==> src/rtl/eightbit_bus_pkg.sv <==
// ============================================================================
// Module      : eightbit_bus_pkg
// Description : Shared types for the device bus controller: FSM state
//               encoding and the error codes reported on err_code.
// Revision    : 1.0 - initial release
// ============================================================================
`default_nettype none

package eightbit_bus_pkg;

  // Controller states.
  typedef enum logic [1:0] {
    BUS_IDLE   = 2'd0,
    BUS_ACCESS = 2'd1,
    BUS_DONE   = 2'd2
  } bus_state_t;

  // Error codes held in err_code after a failed transfer.
  typedef enum logic [1:0] {
    ERR_NONE    = 2'd0,
    ERR_DECODE  = 2'd1,
    ERR_TIMEOUT = 2'd2
  } bus_err_t;

endpackage

`default_nettype wire

==> src/rtl/device_bus_decode.sv <==
// ============================================================================
// Module      : device_bus_decode
// Description : Combinational address decoder. Takes the address bits above
//               the register window and reports whether the address falls in
//               the I/O region, which device window it selects, and whether
//               that window is populated.
// Ports       : addr_hi   in  AW-WB  address[AW-1:WINDOW_BITS]
//               is_io     out 1      address is inside the I/O region
//               idx       out DSW    device window index
//               idx_valid out 1      idx < DEVICE_COUNT
// Revision    : 1.0 - initial release
// ============================================================================
`default_nettype none

module device_bus_decode #(
  parameter int                       ADDRESS_WIDTH       = 16,
  parameter int                       DEVICE_SELECT_WIDTH = 3,
  parameter int                       DEVICE_COUNT        = 8,
  parameter int                       WINDOW_BITS         = 4,
  parameter logic [ADDRESS_WIDTH-1:0] DEVICE_BASE         = 16'hFF00
) (
  input  logic [ADDRESS_WIDTH-WINDOW_BITS-1:0] addr_hi,
  output logic                                 is_io,
  output logic [DEVICE_SELECT_WIDTH-1:0]       idx,
  output logic                                 idx_valid
);

  // One extra bit so that DEVICE_COUNT == 2**DSW is representable.
  localparam logic [DEVICE_SELECT_WIDTH:0] c_dev_count =
    (DEVICE_SELECT_WIDTH+1)'(DEVICE_COUNT);

  // The region tag is everything above the device index field; the low bits
  // of DEVICE_BASE are ignored so the region is always window-aligned.
  assign is_io = (addr_hi[ADDRESS_WIDTH-WINDOW_BITS-1:DEVICE_SELECT_WIDTH] ==
                  DEVICE_BASE[ADDRESS_WIDTH-1:WINDOW_BITS+DEVICE_SELECT_WIDTH]);

  assign idx       = addr_hi[DEVICE_SELECT_WIDTH-1:0];
  assign idx_valid = ({1'b0, idx} < c_dev_count);

endmodule

`default_nettype wire

==> src/rtl/device_bus_ctrl.sv <==
// ============================================================================
// Module      : device_bus_ctrl
// Description : Address/device bus controller. Latches the address bus,
//               decodes it to RAM or one of 2**DEVICE_SELECT_WIDTH device
//               windows, drives registered one-hot strobes and completes each
//               transfer with a ready/done handshake. Unpopulated windows
//               raise a sticky decode error.
// Config      : DEVICE_BUS_TIMEOUT_EN - when defined, an ACCESS that sees no
//               ready for TIMEOUT_CYCLES+1 cycles is aborted with ERR_TIMEOUT.
//               When undefined, ACCESS waits on dev_ready indefinitely.
// Ports       : clk, rst (async, active-high)
//               address_in, address_read_enable, enable      - request side
//               address_out, mem_enable, dev_enable, dev_ready - target side
//               busy, done                                    - status
//               bus_error, err_code, err_addr, err_clear       - error report
// Revision    : 1.0 - initial release
// ============================================================================
`default_nettype none

module device_bus_ctrl
  import eightbit_bus_pkg::*;
#(
  parameter int                       DATA_WIDTH          = 8,
  parameter int                       ADDRESS_WIDTH       = 16,
  parameter int                       DEVICE_SELECT_WIDTH = 3,
  parameter int                       DEVICE_COUNT        = 8,
  parameter int                       WINDOW_BITS         = 4,
  parameter logic [ADDRESS_WIDTH-1:0] DEVICE_BASE         = 16'hFF00,
  parameter int                       TIMEOUT_CYCLES      = 15
) (
  input  logic                                  clk,
  input  logic                                  rst,
  input  logic [ADDRESS_WIDTH-1:0]              address_in,
  input  logic                                  address_read_enable,
  input  logic                                  enable,
  output logic [ADDRESS_WIDTH-1:0]              address_out,
  output logic                                  mem_enable,
  output logic [2**DEVICE_SELECT_WIDTH-1:0]     dev_enable,
  input  logic [2**DEVICE_SELECT_WIDTH-1:0]     dev_ready,
  output logic                                  busy,
  output logic                                  done,
  output logic                                  bus_error,
  output logic [1:0]                            err_code,
  output logic [ADDRESS_WIDTH-1:0]              err_addr,
  input  logic                                  err_clear
);

  localparam int c_dev_n = 2**DEVICE_SELECT_WIDTH;

  // Reject parameter sets the decoder cannot represent.
  if (DEVICE_COUNT < 1 || DEVICE_COUNT > c_dev_n ||
      TIMEOUT_CYCLES < 1 || DATA_WIDTH < 1) begin : g_bad_config
    $error("device_bus_ctrl: invalid parameter set");
  end

  // --------------------------------------------------------------------------
  // State and datapath registers
  // --------------------------------------------------------------------------
  bus_state_t                 r_state;
  logic [ADDRESS_WIDTH-1:0]   r_addr_q;
  logic                       r_mem_enable;
  logic [c_dev_n-1:0]         r_dev_enable;
  logic                       r_bus_error;
  bus_err_t                   r_err_code;
  logic [ADDRESS_WIDTH-1:0]   r_err_addr;

  bus_state_t                 w_state_d;
  logic [ADDRESS_WIDTH-1:0]   w_addr_d;
  logic [ADDRESS_WIDTH-1:0]   w_eff_addr;
  logic                       w_mem_en_d;
  logic [c_dev_n-1:0]         w_dev_en_d;
  logic                       w_err_set;
  bus_err_t                   w_err_code_d;
  logic [ADDRESS_WIDTH-1:0]   w_err_addr_d;
  logic                       w_ready;

  logic                           w_is_io;
  logic [DEVICE_SELECT_WIDTH-1:0] w_idx;
  logic                           w_idx_valid;
  logic [c_dev_n-1:0]             w_dev_onehot;

`ifdef DEVICE_BUS_TIMEOUT_EN
  localparam int                   c_timer_w = $clog2(TIMEOUT_CYCLES + 1);
  localparam logic [c_timer_w-1:0] c_timeout = c_timer_w'(TIMEOUT_CYCLES);

  logic [c_timer_w-1:0] r_timer;
  logic [c_timer_w-1:0] w_timer_d;
`endif

  // An address presented together with enable is used directly, so a
  // latch-and-go request needs no extra cycle.
  assign w_eff_addr = address_read_enable ? address_in : r_addr_q;

  device_bus_decode #(
    .ADDRESS_WIDTH       (ADDRESS_WIDTH),
    .DEVICE_SELECT_WIDTH (DEVICE_SELECT_WIDTH),
    .DEVICE_COUNT        (DEVICE_COUNT),
    .WINDOW_BITS         (WINDOW_BITS),
    .DEVICE_BASE         (DEVICE_BASE)
  ) u_decode (
    .addr_hi   (w_eff_addr[ADDRESS_WIDTH-1:WINDOW_BITS]),
    .is_io     (w_is_io),
    .idx       (w_idx),
    .idx_valid (w_idx_valid)
  );

  assign w_dev_onehot = c_dev_n'(1) << w_idx;

  // Only one strobe is ever high, so the active target's ready can be
  // picked out by masking. RAM completes in its first ACCESS cycle.
  assign w_ready = r_mem_enable | (|(r_dev_enable & dev_ready));

  // --------------------------------------------------------------------------
  // FSM: state register
  // --------------------------------------------------------------------------
  always_ff @(posedge clk or posedge rst) begin
    if (rst) begin
      r_state <= BUS_IDLE;
    end else begin
      r_state <= w_state_d;
    end
  end

  // --------------------------------------------------------------------------
  // FSM: next state and next register values
  // --------------------------------------------------------------------------
  always_comb begin
    w_state_d    = r_state;
    w_addr_d     = r_addr_q;
    w_mem_en_d   = r_mem_enable;
    w_dev_en_d   = r_dev_enable;
    w_err_set    = 1'b0;
    w_err_code_d = ERR_NONE;
    w_err_addr_d = r_err_addr;
`ifdef DEVICE_BUS_TIMEOUT_EN
    w_timer_d    = r_timer;
`endif

    case (r_state)
      BUS_IDLE: begin
        if (address_read_enable) begin
          w_addr_d = address_in;
        end
        if (enable) begin
`ifdef DEVICE_BUS_TIMEOUT_EN
          w_timer_d = '0;
`endif
          if (!w_is_io) begin
            w_mem_en_d = 1'b1;
            w_dev_en_d = '0;
            w_state_d  = BUS_ACCESS;
          end else if (w_idx_valid) begin
            w_mem_en_d = 1'b0;
            w_dev_en_d = w_dev_onehot;
            w_state_d  = BUS_ACCESS;
          end else begin
            // Unpopulated window: nothing to strobe, report and finish.
            w_mem_en_d   = 1'b0;
            w_dev_en_d   = '0;
            w_state_d    = BUS_DONE;
            w_err_set    = 1'b1;
            w_err_code_d = ERR_DECODE;
            w_err_addr_d = w_eff_addr;
          end
        end
      end

      BUS_ACCESS: begin
        if (w_ready) begin
          w_mem_en_d = 1'b0;
          w_dev_en_d = '0;
          w_state_d  = BUS_DONE;
        end
`ifdef DEVICE_BUS_TIMEOUT_EN
        else if (r_timer == c_timeout) begin
          w_mem_en_d   = 1'b0;
          w_dev_en_d   = '0;
          w_state_d    = BUS_DONE;
          w_err_set    = 1'b1;
          w_err_code_d = ERR_TIMEOUT;
          w_err_addr_d = r_addr_q;
        end else begin
          w_timer_d = r_timer + 1'b1;
        end
`endif
      end

      BUS_DONE: begin
        w_state_d = BUS_IDLE;
      end

      default: begin
        w_state_d  = BUS_IDLE;
        w_mem_en_d = 1'b0;
        w_dev_en_d = '0;
      end
    endcase
  end

  // --------------------------------------------------------------------------
  // Address, strobe and error registers
  // --------------------------------------------------------------------------
  always_ff @(posedge clk or posedge rst) begin
    if (rst) begin
      r_addr_q     <= '0;
      r_mem_enable <= 1'b0;
      r_dev_enable <= '0;
      r_bus_error  <= 1'b0;
      r_err_code   <= ERR_NONE;
      r_err_addr   <= '0;
    end else begin
      r_addr_q     <= w_addr_d;
      r_mem_enable <= w_mem_en_d;
      r_dev_enable <= w_dev_en_d;
      // A new error takes priority over a simultaneous clear so it is
      // never lost.
      if (w_err_set) begin
        r_bus_error <= 1'b1;
        r_err_code  <= w_err_code_d;
        r_err_addr  <= w_err_addr_d;
      end else if (err_clear) begin
        r_bus_error <= 1'b0;
        r_err_code  <= ERR_NONE;
      end
    end
  end

`ifdef DEVICE_BUS_TIMEOUT_EN
  always_ff @(posedge clk or posedge rst) begin
    if (rst) begin
      r_timer <= '0;
    end else begin
      r_timer <= w_timer_d;
    end
  end
`endif

  // --------------------------------------------------------------------------
  // Outputs
  // --------------------------------------------------------------------------
  assign address_out = r_addr_q;
  assign mem_enable  = r_mem_enable;
  assign dev_enable  = r_dev_enable;
  assign busy        = (r_state == BUS_ACCESS);
  assign done        = (r_state == BUS_DONE);
  assign bus_error   = r_bus_error;
  assign err_code    = r_err_code;
  assign err_addr    = r_err_addr;

endmodule

`default_nettype wire

==> config.mk <==
export PLATFORM = sky130hd
export DESIGN_NAME = device_bus_ctrl
export DESIGN_NICKNAME = d
export VERILOG_FILES = /design/src/rtl/eightbit_bus_pkg.sv /design/src/rtl/device_bus_decode.sv /design/src/rtl/device_bus_ctrl.sv
export SDC_FILE = /design/constraint.sdc
export NUM_CORES = 1
export LEC_CHECK = 0
export CORE_ASPECT_RATIO = 1.5
export CORE_UTILIZATION = 43
export DETAILED_ROUTE_END_ITERATION = 7
export PLACE_DENSITY = 0.84
export RECOVER_POWER = 25
export SYNTH_ARGS = -nofsm -noshare
export SYNTH_HDL_FRONTEND = slang
export SYNTH_SLANG_ARGS = --single-unit
==> constraint.sdc <==
create_clock -name clk -period 2.4 [get_ports clk]
set_input_delay 0.48 -clock clk [delete_from_list [all_inputs] [get_ports clk]]
set_output_delay 0.48 -clock clk [all_outputs]
set_load 0.02 [all_outputs]
== Word level (Yosys, flattened, before mapping) ==
Index checks and enable logic that the tools add are counted.

* Bits in latches: 0
* Memories kept: 0
* Flip-flop bits (word level): 27
* ROM bits: 0
* RAM bits: 0
* Logic and storage cells: 31

* Div/mod/pow operators: 0
* Mux-type cells: 12
* Multipliers: 0
* Add/sub/neg operators: 0
* Magnitude comparators: 0
* Shift operators: 1
* Equal/unequal tests: 5
* Bitwise logic cells: 3
* Reductions and logical operators: 5

{| class="wikitable"
|+ Operator list
! operator !! number
|-
| $mux W8 || 3
|-
| $pmux W8 S3 || 1
|-
| $mux W16 || 1
|-
| $eq A9 B9 Y1 const B || 1
|-
| $and A8 B8 Y8 || 1
|-
| $reduce_or A8 Y1 || 1
|-
| $shl A1 B3 Y8 const A || 1
|-
| $mux W2 || 2
|-
| $pmux W2 S2 || 1
|-
| $reduce_and A2 Y1 || 2
|-
| $mux W1 || 3
|-
| $pmux W1 S3 || 1
|-
| $reduce_and A3 Y1 || 1
|-
| $eq A2 B1 Y1 const B || 1
|-
| $eq A2 B2 Y1 const B || 1
|-
| $logic_not A2 Y1 || 1
|-
| $ne A2 B1 Y1 const B || 1
|-
| $ne A2 B2 Y1 const B || 1
|-
| $not A1 Y1 || 1
|-
| $or A1 B1 Y1 || 1
|}

== Longest topological paths before layout ==
Gate-level depths: netlist of the first run.

* Depth after elaboration: 5
* Gate-level depth with buffers: 6
* Mapped depth without buffers: 4

== Cells and area by module ==
From an unflattened synthesis of the first run, not the netlist that was laid out.

* Cells, all modules: 221
* Area, all modules: 2194.6 um2

{| class="wikitable"
|+ Modules (own cells, without submodules)
! module !! instances !! cells an instance !! sequential area each (um2) !! area an instance (um2)
|-
| device_bus_ctrl || 1 || 212 || 1101.1 || 2134.5
|-
| device_bus_decode || 1 || 9 || 0.0 || 60.1
|}

== Worst setup path after synthesis of the first run ==
No wires, ideal clock.

* Path type: input to register
* From: input port address_read_enable
* To: register r_addr_q[7], in the netlist address_out[7]
* Stages on the path: 5
* Required time: 2273 ps
* Arrival time: 1346 ps
* Path slack: 927 ps
* Library setup time: 127 ps
* Cell sequence: buf_4 > and2_1 > buf_6 > buf_6 > mux2_1

* Longest elaborated chain between the ends: 1

{| class="wikitable"
|+ Ends and longest elaborated chain
! what !! RTL line !! source
|-
| start, declared || device_bus_ctrl.sv:34 || <nowiki>input logic address_read_enable,</nowiki>
|-
| $mux W16 || -- ||
|-
| end signal, assigned || device_bus_ctrl.sv:212 || <nowiki>r_addr_q <= w_addr_d;</nowiki>
|-
| end, declared || device_bus_ctrl.sv:60 || <nowiki>logic [ADDRESS_WIDTH-1:0] r_addr_q;</nowiki>
|}

Every way passes these cells.
A chain may end at the register's enable or synchronous reset.

== Worst setup path after layout of the first run ==
* From: register r_state[0]
* To: output port busy

* Longest elaborated chain between the ends: 1

{| class="wikitable"
|+ Ends and longest elaborated chain
! what !! RTL line !! source
|-
| start, declared || device_bus_ctrl.sv:59 || <nowiki>bus_state_t r_state;</nowiki>
|-
| start signal, assigned || device_bus_ctrl.sv:120 || <nowiki>r_state <= w_state_d;</nowiki>
|-
| $eq A2 B1 Y1 || device_bus_ctrl.sv:244 || <nowiki>assign busy = (r_state == BUS_ACCESS);</nowiki>
|-
| end, declared || device_bus_ctrl.sv:40 || <nowiki>output logic busy,</nowiki>
|}

Every way passes these cells.

==> reports/metrics.csv, run 1 <==
metric;value;unit
via_per_inst;4.93;
setup_violations;0;
path_cells;nor2b_2, clkdlybuf4s50_1;
seq_area_frac_synth;0.445;
crit_arrival;1.56;ns
slew_violations;0;
clk_latency;0.27;ns
layout_common_cells;54 x clkdlybuf4s50_1, 27 x dfrtp_1, 19 x conb_1;
ir_drop;0.750;mV
cts_tree;built;
crit_type;flop to output port;
synth_top_area_frac;0.445;
clk_path_buf_depth;2;
portBuffers;54;
timing.slew.headroom;0.0361;
track_usage;0.167;
synthTopCellsByArea;dfrtp_1 44%, buf_4 9.9%, mux2_2 7.4%;
avgRoutedWirePerCell;12.5;um
critPathLaunchType;flop;
n_antenna_cell;0;
critical_path_required;1.92;ns
synth.avg_cell_area;11.0;um^2
power.share.combinational;0.529;
power_switching;0.835;mW
grt_pass1_wl;4.83;mm
hpwl;2.36;mm
grt_pass1_vias;1054;
yosys_warnings;0;
design.core.area;3380;um^2
cap_violations;0;
power.leakage;0.847;nW
cts_hold_buf;0;
numPlacedInstances;232;
yosys.area.top_type;dfrtp_1;
p_per_area;1030;nW/um^2
start_util;0.449;
critical_path.max_fanout;5;
fin_crit;2.04;ns
netlist_area;1520;um^2
synth_seq_cells;27;
reg2reg_from;r_state[0]$_DFFE_PP0P_;
wirelength;2.95;mm
seqPwrFrac;0.349;
vias;1164;
ant_nets;0;
finalCritPeriodShare;0.850;
first_pass_iters;4;
drc;0;
die_w;50.5;um
clkPwrFrac;0.122;
grt_max_degree;28;
tightest_slew;1.45;ns
final_common_cell;clkdlybuf4s50_1;
cts_setup_buffers;0;
clock_tree.root_cell;clkbuf_8;
switching_share;0.395;
cts_htree_levels;1;
io_pins;75;
die_area;3780;um^2
clkSinkCount;27;
hp-start;address_out[2]$_DFFE_PP0P_;
layout-drive-gt1-share;0.124;
antenna_found_initial;0;
max_freq;490;MHz
synth-edff-count;0;
cts.reportedPaths.clkPinSlew;0.09;ns
cts_inserted_buffers;3;
synthDistinctLibCells;35;
async_reset_ff_frac;1.00;
crit_start;r_state[0]$_DFFE_PP0P_;
hold_class;flop to flop;
finalHoldViolations;0;
areaGrowthSynthToFinish;35.9;%
num_rows;26;
finalNonFillerCells;236;
overflow;0;
post_cts_resized;0;
status;completed;
cp_slowest_cell;clkdlybuf4s50_1;
syn_inst;138;
finalNetCount;224;
skew;0.00339;ns
drt_iter0_drc;11;
routabilityCongestion;0.828;
crit_path_end_kind;output port;
p_int;1.28;mW
fillers;309;
rsz0062_at_grt;false;
finalSetupTns;0;ns
ys.flop_type;dfrtp_1;
cpPeakStageDelay;0.63;ns
die_y;74.8;um
## flip-flops by register name (all words and copies together), names as in the netlist
name,flops
address_out,16
dev_enable,8
r_state,2
mem_enable,1
## through the flow
step / area [um^2] / utilization / power (mW) / hold slack [ns] / worst slack (ns)
final: 2060 / 0.610 / 2.12 / 0.517 / 0.361
after global routing: 2060 / 0.610 / 2.25 / 0.532 / 0.209
after CTS: 2070 / 0.611 / 2.14 / 0.519 / 0.363
after detailed placement: 2020 / 0.598 / 1.87 / 0.498 / 0.192
after global placement: 2020 / 0.598 / 1.86 / 0.488 / 0.226
after floorplan: 1590 / - / 1.44 / 0.533 / 0.927
## logic make-up (layout without fill, tap and decap cells)
logic type             Yosys count  after routing  synth area share
buffers and inverters           37             75             0.151
and+or+nand+nor                 28             28             0.135
muxes                           19             19             0.139
DFF                             27             27             0.445
other                            1             19           0.00247
AOI/OAI and AO/OA               26             26             0.128
## critical path: cells and delay by family, from the launching register on
kind	cells	cell delay (ns)
flip-flops	1	0.43
AND/OR/NAND/NOR	1	0.23
buffers and inverters	1	0.63
## power by group through the flow
stage                     clock [mW]  combinational (mW)  sequential [mW]
after global routing           0.284                1.21            0.764
after detailed placement           0                1.13            0.747
after CTS                      0.266                1.13            0.739
after global placement             0                1.11            0.746
final                          0.259                1.12            0.738
after floorplan                    0               0.533            0.909
## path summary, 6_finish.rpt
| path | to | depth (start not counted) | slack, ns |
|---|---|---|---|
| min in group asynchronous | address_out[0]$_DFFE_PP0P_ | 3 | 0.98 |
| max in group asynchronous | r_state[1]$_DFFE_PP0P_ | 3 | 0.57 |
| setup / recovery | busy | 2 | 0.36 |
| hold reg to reg | address_out[2]$_DFFE_PP0P_ | 1 | 0.52 |
| hold / removal | address_out[2]$_DFFE_PP0P_ | 1 | 0.52 |
| setup reg to reg | address_out[2]$_DFFE_PP0P_ | 4 | 0.87 |
## area by class of cell
type                    instances  area (um^2)  area share
repair buffers                 56          552       0.267
clock buffers                   3         41.3      0.0200
clock inverters                 1         5.00     0.00242
multi-input cells              92          682       0.330
inverters                      15         56.3      0.0273
flip-flops and latches         27          676       0.327
well taps                      42         52.6      0.0255
## Yosys cell counts, types with 2 or more instances
master / count
o21ai_0: 4
mux2_1: 3
nor2_1: 2
buf_4: 20
mux2i_1: 5
buf_6: 2
nand4_1: 4
o21ai_1: 2
dfrtp_1: 27
inv_1: 15
o22ai_1: 3
mux2_2: 10
nand2_1: 10
o2111ai_1: 4
a21oi_1: 2
o32ai_1: 4
o221ai_1: 3
## metal layers
metal | global-route usage | routed length, um
met1 | 0.199 | 1180
met2 | 0.308 | 1570
met3 | 0.0343 | 194
met4 | 0.0370 | 16
met5 | 0 | 0
Note: power is estimated with default switching activity, not from simulation.
==> inputs of run 2 (changes only) <==
--- a/config.mk
+++ b/config.mk
@@ -6,9 +6,9 @@
 export NUM_CORES = 1
 export LEC_CHECK = 0
 export CORE_ASPECT_RATIO = 1.5
-export CORE_UTILIZATION = 43
+export CORE_UTILIZATION = 40
 export DETAILED_ROUTE_END_ITERATION = 7
-export PLACE_DENSITY = 0.84
+export PLACE_DENSITY = 0.79
 export RECOVER_POWER = 25
 export SYNTH_ARGS = -nofsm -noshare
 export SYNTH_HDL_FRONTEND = slang
==> constraint.sdc (replaced) <==
create_clock -name clk -period 1.9 [get_ports clk]
set_input_delay 0.38 -clock clk [delete_from_list [all_inputs] [get_ports clk]]
set_output_delay 0.38 -clock clk [all_outputs]
set_load 0.02 [all_outputs]
==> reports/metrics.csv, run 2 (synthesis results as in run 1) <==
metric;value;unit;change
die_area;4050;um^2;+7.2%
final_common_cell;clkdlybuf4s50_1;;
finish.instance_area;2100;um^2;+1.5%
p_per_area;1280;nW/um^2;+25%
n_antenna_cell;0;;unchanged
power.share.combinational;0.533;;+0.004
drt_iter0_drc;18;;+7
cp_slowest_cell;clkdlybuf4s50_1;;
switching_share;0.394;;-0.00124
grt_pass1_wl;5.24;mm;+8.4%
num_rows;27;;+3.8%
finalHoldViolations;0;;unchanged
layout_common_cells;51 x clkdlybuf4s50_1, 27 x dfrtp_1, 19 x conb_1;;
ant_nets;0;;unchanged
crit_type;flop to output port;;
ir_drop;1.02;mV;+36%
numPlacedInstances;235;;+1.3%
finalSetupTns;0;ns;unchanged
hold_class;flop to flop;;
skew;0.00462;ns;+0.00124 ns
cts_tree;built;;
overflow;0;;unchanged
drc;0;;unchanged
crit_buf_inv;1;;unchanged
clk_path_buf_depth;2;;unchanged
largest_register_ffs;16;;unchanged
dp_slack;-0.0389;ns;-0.231 ns
start_util;0.416;;-0.0326
cts.reportedPaths.clkPinSlew;0.09;ns;about the same
via_per_inst;4.94;;+0.10%
status;completed;;
hpwl;2.43;mm;+2.8%
die_y;77.5;um;+3.6%
vias;1180;;+1.4%
cpPeakStageDelay;0.64;ns;about the same
antenna_found_initial;0;;unchanged
cts_setup_buffers;0;;unchanged
wirelength;3.11;mm;+5.1%
cts_htree_levels;1;;unchanged
placed_area;2050;um^2;+1.4%
routabilityCongestion;0.837;;+1.0%
grt_pass1_vias;1212;;+15%
areaGrowthSynthToFinish;38.0;%;
power.leakage;0.883;nW;+4.2%
clkSinkCount;27;;unchanged
layout-drive-gt1-share;0.138;;+0.0140
finalNonFillerCells;239;;+1.3%
grt_max_degree;28;;unchanged
rsz0062_at_grt;false;;
max_freq;591;MHz;
p_int;1.63;mW;+27%
setup_violations;0;;unchanged
crit_path_end_kind;output port;;
avgRoutedWirePerCell;13.0;um;+3.8%
crit_arrival;1.31;ns;-0.25 ns
cts_inserted_buffers;3;;unchanged
power_switching;1.06;mW;+26%
timing.slew.headroom;0.544;;+0.508
path_cells;clkdlybuf4s50_1;;
critPathLaunchType;flop;;
slew_violations;0;;unchanged
cap_violations;0;;unchanged
clock_tree.root_cell;clkbuf_8;;
die_w;52.3;um;+3.5%
portBuffers;54;;unchanged
fillers;348;;+13%
critical_path.max_fanout;4;;-1
fin_crit;1.69;ns;
track_usage;0.166;;-0.00122
cp_top_family;buffers and inverters;;
critical_path_required;1.52;ns;-0.40 ns
finalNetCount;226;;+0.89%
design.core.area;3650;um^2;+7.8%
finalCritPeriodShare;0.891;;
io_pins;75;;unchanged
first_pass_iters;4;;unchanged
seqPwrFrac;0.347;;-0.002
tightest_slew;0.684;ns;-0.762 ns
total_power;2.68;mW;+27%
worst_slack;0.208;ns;-0.153 ns
clk_latency;0.27;ns;about the same
clkPwrFrac;0.120;;-0.002
## run 2: cell types whose count changed in the layout (fill, tap and decap cells not counted)
cell and change:
dlygate4sd3_1 +1, clkbuf_1 -1, buf_4 +1, buf_12 +1
dlygate4sd2_1 +1, clkdlybuf4s50_1 -3, clkbuf_2 +1, dlymetal6s2s_1 +1
## run 2: path summary, 6_finish.rpt
check	cells past startpoint	startpoint	end	slack, ns
worst max-delay path	1	address_out[4]$_DFFE_PP0P_	address_out[4]	0.21
worst min-delay path	1	address_out[0]$_DFFE_PP0P_	address_out[0]$_DFFE_PP0P_	0.51
worst max register to register	4	r_state[0]$_DFFE_PP0P_	address_out[1]$_DFFE_PP0P_	0.40
worst min register to register	1	address_out[0]$_DFFE_PP0P_	address_out[0]$_DFFE_PP0P_	0.51
max in group asynchronous	3	rst	address_out[4]$_DFFE_PP0P_	0.73
min in group asynchronous	3	rst	address_out[3]$_DFFE_PP0P_	0.72
## run 2: layout make-up
type                    instances  area (um^2)  area share
clock buffers                   3         41.3      0.0197
clock inverters                 1         5.00     0.00239
inverters                      15         56.3      0.0269
multi-input cells              92          682       0.325
flip-flops and latches         27          676       0.322
well taps                      43         53.8      0.0257
repair buffers                 58          582       0.278
## run 2: what timing repair did
action	in CTS	in global routing
hold buffers	0	0
gates resized for setup	1	1
setup endpoints to repair	1	1
pin swaps	0	0
## run 2: power groups by stage
| stage | Combinational (mW) | Sequential (mW) | Clock (mW) |
|---|---|---|---|
| final | 1.43 | 0.932 | 0.322 |
| after global routing | 1.53 | 0.964 | 0.362 |
| after CTS | 1.45 | 0.935 | 0.335 |
| after detailed placement | 1.45 | 0.941 | 0 |
| after global placement | 1.44 | 0.936 | 0 |
| after floorplan | 0.674 | 1.15 | 0 |
## run 2: per-layer routing
metal,share of wire,global-route usage,up-vias
li1,-,-,570
met1,0.37,0.187,571
met2,0.58,0.309,39
met3,0.056,0.0314,0
met4,0,0.0342,0
met5,0,0,-
## run 2: per-stage QoR
stage / utilization / hold slack, ns
after floorplan: - / 0.433
after global placement: 0.562 / 0.489
after detailed placement: 0.562 / 0.495
after CTS: 0.574 / 0.469
after global routing: 0.574 / 0.535
final: 0.574 / 0.511
